===== config.mk =====
export PLATFORM = sky130hd
export DESIGN_NAME = sata_dma_rx_head_stripper
export DESIGN_NICKNAME = d
export VERILOG_FILES = /design/src/rtl/sata_dma_pkg.sv /design/src/rtl/sata_stream_skid.sv /design/src/rtl/sata_dma_rx_head_stripper.sv
export SDC_FILE = /design/constraint.sdc
export NUM_CORES = 1
export LEC_CHECK = 0
export CAP_MARGIN = 15
export CORE_MARGIN = 5
export CORE_UTILIZATION = 40
export DETAILED_ROUTE_END_ITERATION = 6
export HOLD_SLACK_MARGIN = 0.03
export PLACE_DENSITY = 0.7
export REMOVE_ABC_BUFFERS = 1
export SLEW_MARGIN = 20
export SYNTH_ARGS = -nofsm -noshare
export SYNTH_HDL_FRONTEND = slang
export SYNTH_SLANG_ARGS = --single-unit

===== constraint.sdc =====
create_clock -name clk -period 6.5 [get_ports clk]
set_input_delay 1.3 -clock clk [delete_from_list [all_inputs] [get_ports clk]]
set_output_delay 1.3 -clock clk [all_outputs]
set_load 0.005 [all_outputs]

===== src/rtl/sata_dma_pkg.sv =====
// rtl/sata_dma_pkg.sv - shared types and helpers for the SATA DMA receive path
package sata_dma_pkg;

  typedef enum logic {HEAD, BODY} hstrip_state_t;

  function automatic int unsigned clamp_len(input int unsigned len, input int unsigned max_len);
    return (len > max_len) ? max_len : len;
  endfunction

endpackage


===== src/rtl/sata_stream_skid.sv =====
// rtl/sata_stream_skid.sv - 2-entry registered skid buffer with val/rdy on both sides
module sata_stream_skid #(
  parameter int WIDTH = 34
) (
  input  logic             clk,
  input  logic             reset_n,
  input  logic [WIDTH-1:0] i_wr_dat,
  input  logic             i_wr_val,
  output logic             o_wr_rdy,
  output logic [WIDTH-1:0] o_rd_dat,
  output logic             o_rd_val,
  input  logic             i_rd_rdy
);

  logic [WIDTH-1:0] r_mem [2];
  logic             r_wp;
  logic             r_rp;
  logic [1:0]       r_cnt;
  logic             w_push;
  logic             w_pop;

  // Ready comes from the occupancy register only, so it never sees i_rd_rdy.
  assign o_wr_rdy = (r_cnt != 2'd2);
  assign o_rd_val = (r_cnt != 2'd0);
  assign o_rd_dat = r_mem[r_rp];
  assign w_push   = i_wr_val & o_wr_rdy;
  assign w_pop    = o_rd_val & i_rd_rdy;

  always_ff @(posedge clk) begin
    if (!reset_n) begin
      r_mem[0] <= '0;
      r_mem[1] <= '0;
      r_wp     <= 1'b0;
      r_rp     <= 1'b0;
      r_cnt    <= 2'd0;
    end else begin
      if (w_push) begin
        r_mem[r_wp] <= i_wr_dat;
        r_wp        <= ~r_wp;
      end
      if (w_pop) begin
        r_rp <= ~r_rp;
      end
      case ({w_push, w_pop})
        2'b10:   r_cnt <= r_cnt + 2'd1;
        2'b01:   r_cnt <= r_cnt - 2'd1;
        default: r_cnt <= r_cnt;
      endcase
    end
  end

endmodule


===== src/rtl/sata_dma_rx_head_stripper.sv =====
// rtl/sata_dma_rx_head_stripper.sv - strips 0..HWORDS_MAX leading header words per RX frame
module sata_dma_rx_head_stripper
  import sata_dma_pkg::*;
#(
  parameter int DWIDTH     = 32,
  parameter int HWORDS_MAX = 8,
  parameter int LWIDTH     = $clog2(HWORDS_MAX+1)
) (
  input  logic                         clk,
  input  logic                         reset_n,
  input  logic [LWIDTH-1:0]            hdr_len,
  input  logic [DWIDTH-1:0]            i_dat,
  input  logic                         i_val,
  input  logic                         i_eop,
  input  logic                         i_err,
  output logic                         i_rdy,
  output logic [DWIDTH-1:0]            o_dat,
  output logic                         o_val,
  output logic                         o_eop,
  output logic                         o_err,
  input  logic                         o_rdy,
  output logic [HWORDS_MAX*DWIDTH-1:0] hdr_dat,
  output logic                         hdr_vld,
  output logic                         short_err
);

  hstrip_state_t               r_state;
  logic [LWIDTH-1:0]           r_cnt;
  logic [LWIDTH-1:0]           r_len_q;
  logic                        r_err_acc;
  logic                        r_hdr_vld;
  logic                        r_short_err;
  logic [HWORDS_MAX*DWIDTH-1:0] r_hdr_dat;

  logic                        w_first;
  logic [LWIDTH-1:0]           w_len_now;
  logic [LWIDTH-1:0]           w_len_eff;
  logic [LWIDTH-1:0]           w_cnt_inc;
  logic                        w_last_hdr;
  logic                        w_pay;
  logic                        w_acc;
  logic                        w_push;
  logic                        w_skid_rdy;
  logic [DWIDTH+1:0]           w_skid_in;
  logic [DWIDTH+1:0]           w_skid_out;

  assign w_first    = (r_state == HEAD) && (r_cnt == '0);
  assign w_len_now  = LWIDTH'(clamp_len(32'(hdr_len), HWORDS_MAX));
  assign w_len_eff  = w_first ? w_len_now : r_len_q;
  assign w_cnt_inc  = r_cnt + LWIDTH'(1);
  assign w_last_hdr = (w_cnt_inc == w_len_eff);
  // A zero-length header makes the first word a payload word, so it must obey skid ready.
  assign w_pay      = (r_state == BODY) || (w_first && (w_len_now == '0));
  assign i_rdy      = w_pay ? w_skid_rdy : 1'b1;
  assign w_acc      = i_val & i_rdy;
  assign w_push     = w_acc & w_pay;
  assign w_skid_in  = {i_eop, i_err | (i_eop & r_err_acc), i_dat};

  assign hdr_vld    = r_hdr_vld | (reset_n & w_push & w_first);
  assign short_err  = r_short_err;
  assign hdr_dat    = r_hdr_dat;
  assign o_dat      = w_skid_out[DWIDTH-1:0];
  assign o_err      = w_skid_out[DWIDTH];
  assign o_eop      = w_skid_out[DWIDTH+1];

  always_ff @(posedge clk) begin
    if (!reset_n) begin
      r_state     <= HEAD;
      r_cnt       <= '0;
      r_len_q     <= '0;
      r_err_acc   <= 1'b0;
      r_hdr_vld   <= 1'b0;
      r_short_err <= 1'b0;
      r_hdr_dat   <= '0;
    end else begin
      r_hdr_vld   <= 1'b0;
      r_short_err <= 1'b0;
      if (w_acc) begin
        if (w_first) begin
          r_len_q <= w_len_now;
        end
        if (w_pay) begin
          if (i_eop) begin
            r_state   <= HEAD;
            r_err_acc <= 1'b0;
          end else begin
            r_state <= BODY;
          end
        end else begin
          for (int k = 0; k < HWORDS_MAX; k++) begin
            if (r_cnt == LWIDTH'(k)) begin
              r_hdr_dat[k*DWIDTH +: DWIDTH] <= i_dat;
            end
          end
          if (i_eop) begin
            r_cnt       <= '0;
            r_err_acc   <= 1'b0;
            r_hdr_vld   <= w_last_hdr;
            r_short_err <= ~w_last_hdr;
          end else if (w_last_hdr) begin
            r_state   <= BODY;
            r_cnt     <= '0;
            r_hdr_vld <= 1'b1;
            r_err_acc <= r_err_acc | i_err;
          end else begin
            r_cnt     <= w_cnt_inc;
            r_err_acc <= r_err_acc | i_err;
          end
        end
      end
    end
  end

  sata_stream_skid #(
    .WIDTH(DWIDTH+2)
  ) u_skid (
    .clk     (clk),
    .reset_n (reset_n),
    .i_wr_dat(w_skid_in),
    .i_wr_val(w_push),
    .o_wr_rdy(w_skid_rdy),
    .o_rd_dat(w_skid_out),
    .o_rd_val(o_val),
    .i_rd_rdy(o_rdy)
  );

endmodule


# == Yosys cells after proc, flatten, opt, wreduce, memory -nomap -nowiden ==
# Memories as Yosys holds them, arrays and structs flattened. A register that Yosys moved wholly into a read port is not among the register bits.
# Index checks and enable logic that the tools add are counted.
# Widths: inputs -> output; s select.
# classes
add_sub_neg,3
magnitude_cmp,1
n_eq_ne,13
n_mux,24
bitwise,18
n_reduce_logical,22
# op_table
op,n
$mux 34,1
$reduce_or 34->1,1
$reduce_and 3->1,9
$mux 1,18
$eq 4x3->1 const B,4
$mux 4,4
$eq 4x2->1 const B,2
$logic_not 4->1,2
$not 1->1,8
$and 1x1->1,7
$reduce_bool 2->1,3
$add 4x1->4 const B,1
$eq 4x1->1 const B,1
$eq 4x4->1,1
$gt 4x4->1 const B,1
$ne 2x2->1 const B,2
$pmux 2 s2,1
$reduce_and 2->1,2
$reduce_or 4->1,1
$or 1x1->1,3
$reduce_or 3->1,1
$add 2x1->2 const B,1
$eq 2x1->1 const B,1
$eq 2x2->1 const B,1
other kinds (4),5
# totals
register_bits,272
ram_bits,68
inputBits,42
elab_cells,99
mem_count,1
# mem_list
memory,depth,width,read_ports,rd_ports_with_merged_regs,wr,line,rtl
u_skid.r_mem,2,34,1,1,2,sata_stream_skid.sv:15,logic [WIDTH-1:0] r_mem [2];

# == Logic depth before layout (Yosys ltp) ==
# depth
depth_word,14
depth_mapped,10

# == By module ==
# A second synthesis with hierarchy kept.
# unflattened
hier_cells,1494
area_unflattened_um2,12903.6
# modules_own_cells
module,n_inst,cells_each,area_per_inst_um2
sata_dma_rx_head_stripper,1,1250,9719.3
sata_stream_skid,1,244,3184.3

# == Least setup slack after synthesis ==
# OpenSTA, ideal clock, no wires.
# synth_timing
path_type,input-to-reg
from,input port hdr_len[0]
to,"memory u_skid.r_mem[0][0], enable pin"
setup_ns,0.472
arrival_time_ns,4.695
setup_slack_ns,1.332
path_stages,5
cell_sequence,nor4_1 a21oi_2 nor2_2 inv_1 o21ai_0
# synth_lines
item,line,rtl
"start, declared",sata_dma_rx_head_stripper.sv:11,"input logic [LWIDTH-1:0] hdr_len,"
"end, declared",sata_stream_skid.sv:15,

# == Final worst setup path ==
# layout_timing
from,input port hdr_len[3]
to,output port hdr_vld
# layout_between
elab_chain_cells,11
# layout_rtl
item,line,rtl
$gt 4x4->1,sata_dma_pkg.sv:7,return (len > max_len) ? max_len : len;
$mux 4 *,sata_dma_pkg.sv:7,
$logic_not 4->1 *,sata_dma_rx_head_stripper.sv:53,assign w_pay = (r_state == BODY) || (w_first && (w_len_now == '0));
$logic_and 1x1->1 *,sata_dma_rx_head_stripper.sv:53,
$logic_or 1x1->1 *,sata_dma_rx_head_stripper.sv:53,
$mux 1,sata_dma_rx_head_stripper.sv:54,assign i_rdy = w_pay ? w_skid_rdy : 1'b1;
$and 1x1->1,sata_dma_rx_head_stripper.sv:55,assign w_acc = i_val & i_rdy;
$and 1x1->1 *,sata_dma_rx_head_stripper.sv:56,assign w_push = w_acc & w_pay;
$and 1x1->1 * (2 in a row),sata_dma_rx_head_stripper.sv:59,assign hdr_vld = r_hdr_vld | (reset_n & w_push & w_first);
$or 1x1->1 *,sata_dma_rx_head_stripper.sv:59,
"end, declared",sata_dma_rx_head_stripper.sv:23,"output logic hdr_vld,"
# Every way passes the cells marked *; elsewhere a longest branch is shown, timed or not.

==> flow_summary.ini <==
[outcome]
outcome = finished, final reports clean

[drt]
antenna_left = 0
viasPerCell = 5.060
wl_per_cell_um = 18.94
first_iter_violations = 647
first_pass_iters = 5
vias = 10750
drc = 0
drt-total-wl_um = 40240

[pwr]
swShare = 0.2226
p_sw_w = 0.001044
comb_power_share = 0.071
p_leak_nw = 5.929
power_w = 0.004691
p_seq_frac = 0.476
pwr-share-clk = 0.453
ir_worst_vdd_v = 0.0002191
power_density_mw_per_mm2 = 269.9
p_int_w = 0.003647

[worst_setup_path]
endpoint_kind = output pin
rrSetupSlack_ns = 2.77
crit_fanout = 5
cp-start-kind = input port
rr_worst_depth = 7
slowest_stage = nor4_1
critPathLaunch = hdr_len[3]
crit_top_cell = clkdlybuf4s50_1
reg2reg_to = u_skid.r_mem[1][9]$_SDFFCE_PN0P_
reg2reg_from = r_cnt[0]$_SDFFE_PN0P_
critPathMaxStageDelay_ns = 0.61
worstSetupPathType = input port to output pin
path_cells = clkdlybuf4s50_1, nor4_1, a21oi_2, nor2_2, a31o_2, clkdlybuf4s50_1
cp.arrival_ns = 3.51
required_ns = 5.20

[die]
num_rows = 65
die_h_um = 188.3
core_mm2 = 0.03147
io_pins = 336
dieArea_mm2 = 0.03547
die_w_um = 188.3
initial_core_util = 0.4042

[yosys]
synth_cell_types = 38
synth_warnings = 0
avgSynthCellArea_um2 = 8.803
ys_seq_area_frac = 0.5901
synth_edf_count = 68
syn_inst = 1445
synthFlopType = dfxtp_1
synth_seq_cells = 341
synth-async-reset-ratio = 0
netlist_area_mm2 = 0.01272

[clock_network]
insertion_delay_ns = 0.51
clockBufferDepth = 3
cts_made_buffers = 38
htree_levels = 2
clk_pin_slew_ns = 0.06
cts_tree = done
clockRootBuffer = clkbuf_16
clkSinkCount = 341
cts_resized = 0
cts_setup_buffers = 0
hold_buffers = 0

[global_route]
grt_first_pass_wirelength_um = 62000
grt_max_degree = 150
antenna_found_initial = 0
gr-total-overflow = 0
grt_usage = 0.2182
grt_pass1_vias = 10760

[placed_design]
dp_hpwl_um = 24880
dp.cells = 2055
placed_area_mm2 = 0.01614
dp_slack_ns = 1.652
gp_congestion = 0.7764
port_buffers = 335

[final_layout]
area_growth_pct = 36.65
nets = 1740
antennaDiodeCount = 0
mostFrequentLayoutCell = nand2_1
final_cells = 2124
fin_area_mm2 = 0.01738
mostFrequentLayoutCells = nand2_1 (520), clkdlybuf4s50_1 (335), dfxtp_1 (272), a21oi_1 (261)
drive_above_1_share = 0.06852

[min_path]
min-delay-start = hdr_dat[192]$_SDFFE_PN0P_
hold_depth = 2
holdPathEnd = hdr_dat[192]$_SDFFE_PN0P_
hold_path.class = register to register

[timing]
fmax_mhz = 208.0
slew_headroom = 0.3480
period_share = 0.7398
min_period_ns = 4.809
finClkSkew_ns = 0.01683
slew_violations = 0
fin_ws_ns = 1.691
rsz0062_at_grt = false
setup_viol = 0
hold_violations = 0
tns_ns = 0
tightest_slew_ns = 0.9780

[flow_run]
cap_viol_max_count = 0
==> through the flow <==
step,hold slack (ns),util
after floorplan,0.4371,-
after global placement,0.4403,0.5127
after detailed placement,0.4456,0.5127
after CTS,0.4534,0.5522
after global routing,0.4657,0.5523
final,0.4520,0.5523
==> final cells by class <==
cell class	instances	area, um^2
repair buffers	337	3381
flip-flops and latches	341	7508
fillers	2825	14090
well taps	402	503.0
inverters	5	26.28
clock buffers	64	1160
clock inverters	5	82.58
multi-input cells	970	4722
==> worst max path at each step <==
stage	end	slack (ns)
after floorplan	r_cnt[2]$_SDFFE_PN0P_	0.40
after global placement	hdr_vld	1.73
after detailed placement	u_skid.r_mem[1][22]$_SDFFCE_PN0P_	1.65
after CTS	hdr_vld	1.68
after global routing	hdr_vld	1.57
final	hdr_vld	1.69
==> state kept, by name, summed over array words and instances (netlist names), named ones only <==
register      count
u_skid.r_cnt      2
u_skid.r_rp       1
hdr_dat         256
u_skid.r_wp       1
short_err         1
r_hdr_vld         1
r_state           1
r_cnt             4
r_err_acc         1
u_skid.r_mem     68
r_len_q           4
==> critical path: cells and delay by family <==
kind                   cells  cell delay (ns)
buffers and inverters      2             0.96
AOI/OAI and AO/OA          2             0.38
and+or+nand+nor            2             0.87
==> synth_stat cells (all sizes together) (2+ instances only) <==
| library cell | count | area (um^2) |
|---|---|---|
| a211oi | 2 | 15.01 |
| a21o | 2 | 15.01 |
| a21oi | 262 | 1315 |
| and2 | 76 | 475.5 |
| buf | 34 | 166.4 |
| clkbuf | 95 | 356.6 |
| dfxtp | 273 | 5465 |
| edfxtp | 68 | 2042 |
| ha | 5 | 62.56 |
| inv | 4 | 15.01 |
| mux2 | 34 | 382.9 |
| mux2i | 7 | 70.07 |
| nand2 | 528 | 1982 |
| nand2b | 5 | 31.28 |
| nand3 | 2 | 10.01 |
| nor2 | 15 | 61.31 |
| nor2b | 4 | 25.02 |
| o21ai | 5 | 25.02 |
| or2 | 2 | 12.51 |
| xnor2 | 7 | 61.31 |
| xor2 | 2 | 17.52 |
==> routing by layer <==
layer / global-route usage / share of wire / vias to the layer above
met5: 0 / 0 / -
met4: 0.06726 / 0.030 / 0
met3: 0.06577 / 0.085 / 81
met2: 0.3747 / 0.48 / 378
met1: 0.2645 / 0.41 / 5118
li1: - / - / 5170
==> power groups by stage <==
stage               sequential (W)  clock (W)  combinational, W
floorplan                  0.00227          0          0.000130
global placement           0.00228          0          0.000329
detailed placement         0.00228          0          0.000333
CTS                        0.00223    0.00217          0.000335
global route               0.00224    0.00226          0.000359
finish                     0.00223    0.00213          0.000332
==> kinds of logic after synthesis <==
family | share of synthesized area
XOR/XNOR | 0.006197
buffers and inverters | 0.04259
flip-flops | 0.5901
AND/OR/NAND/NOR | 0.2096
adder cells (fa/ha/maj) | 0.004918
AO/OA/AOI/OAI | 0.1109
multiplexers | 0.03561
No activity file was read; power rests on OpenSTA's default activity.
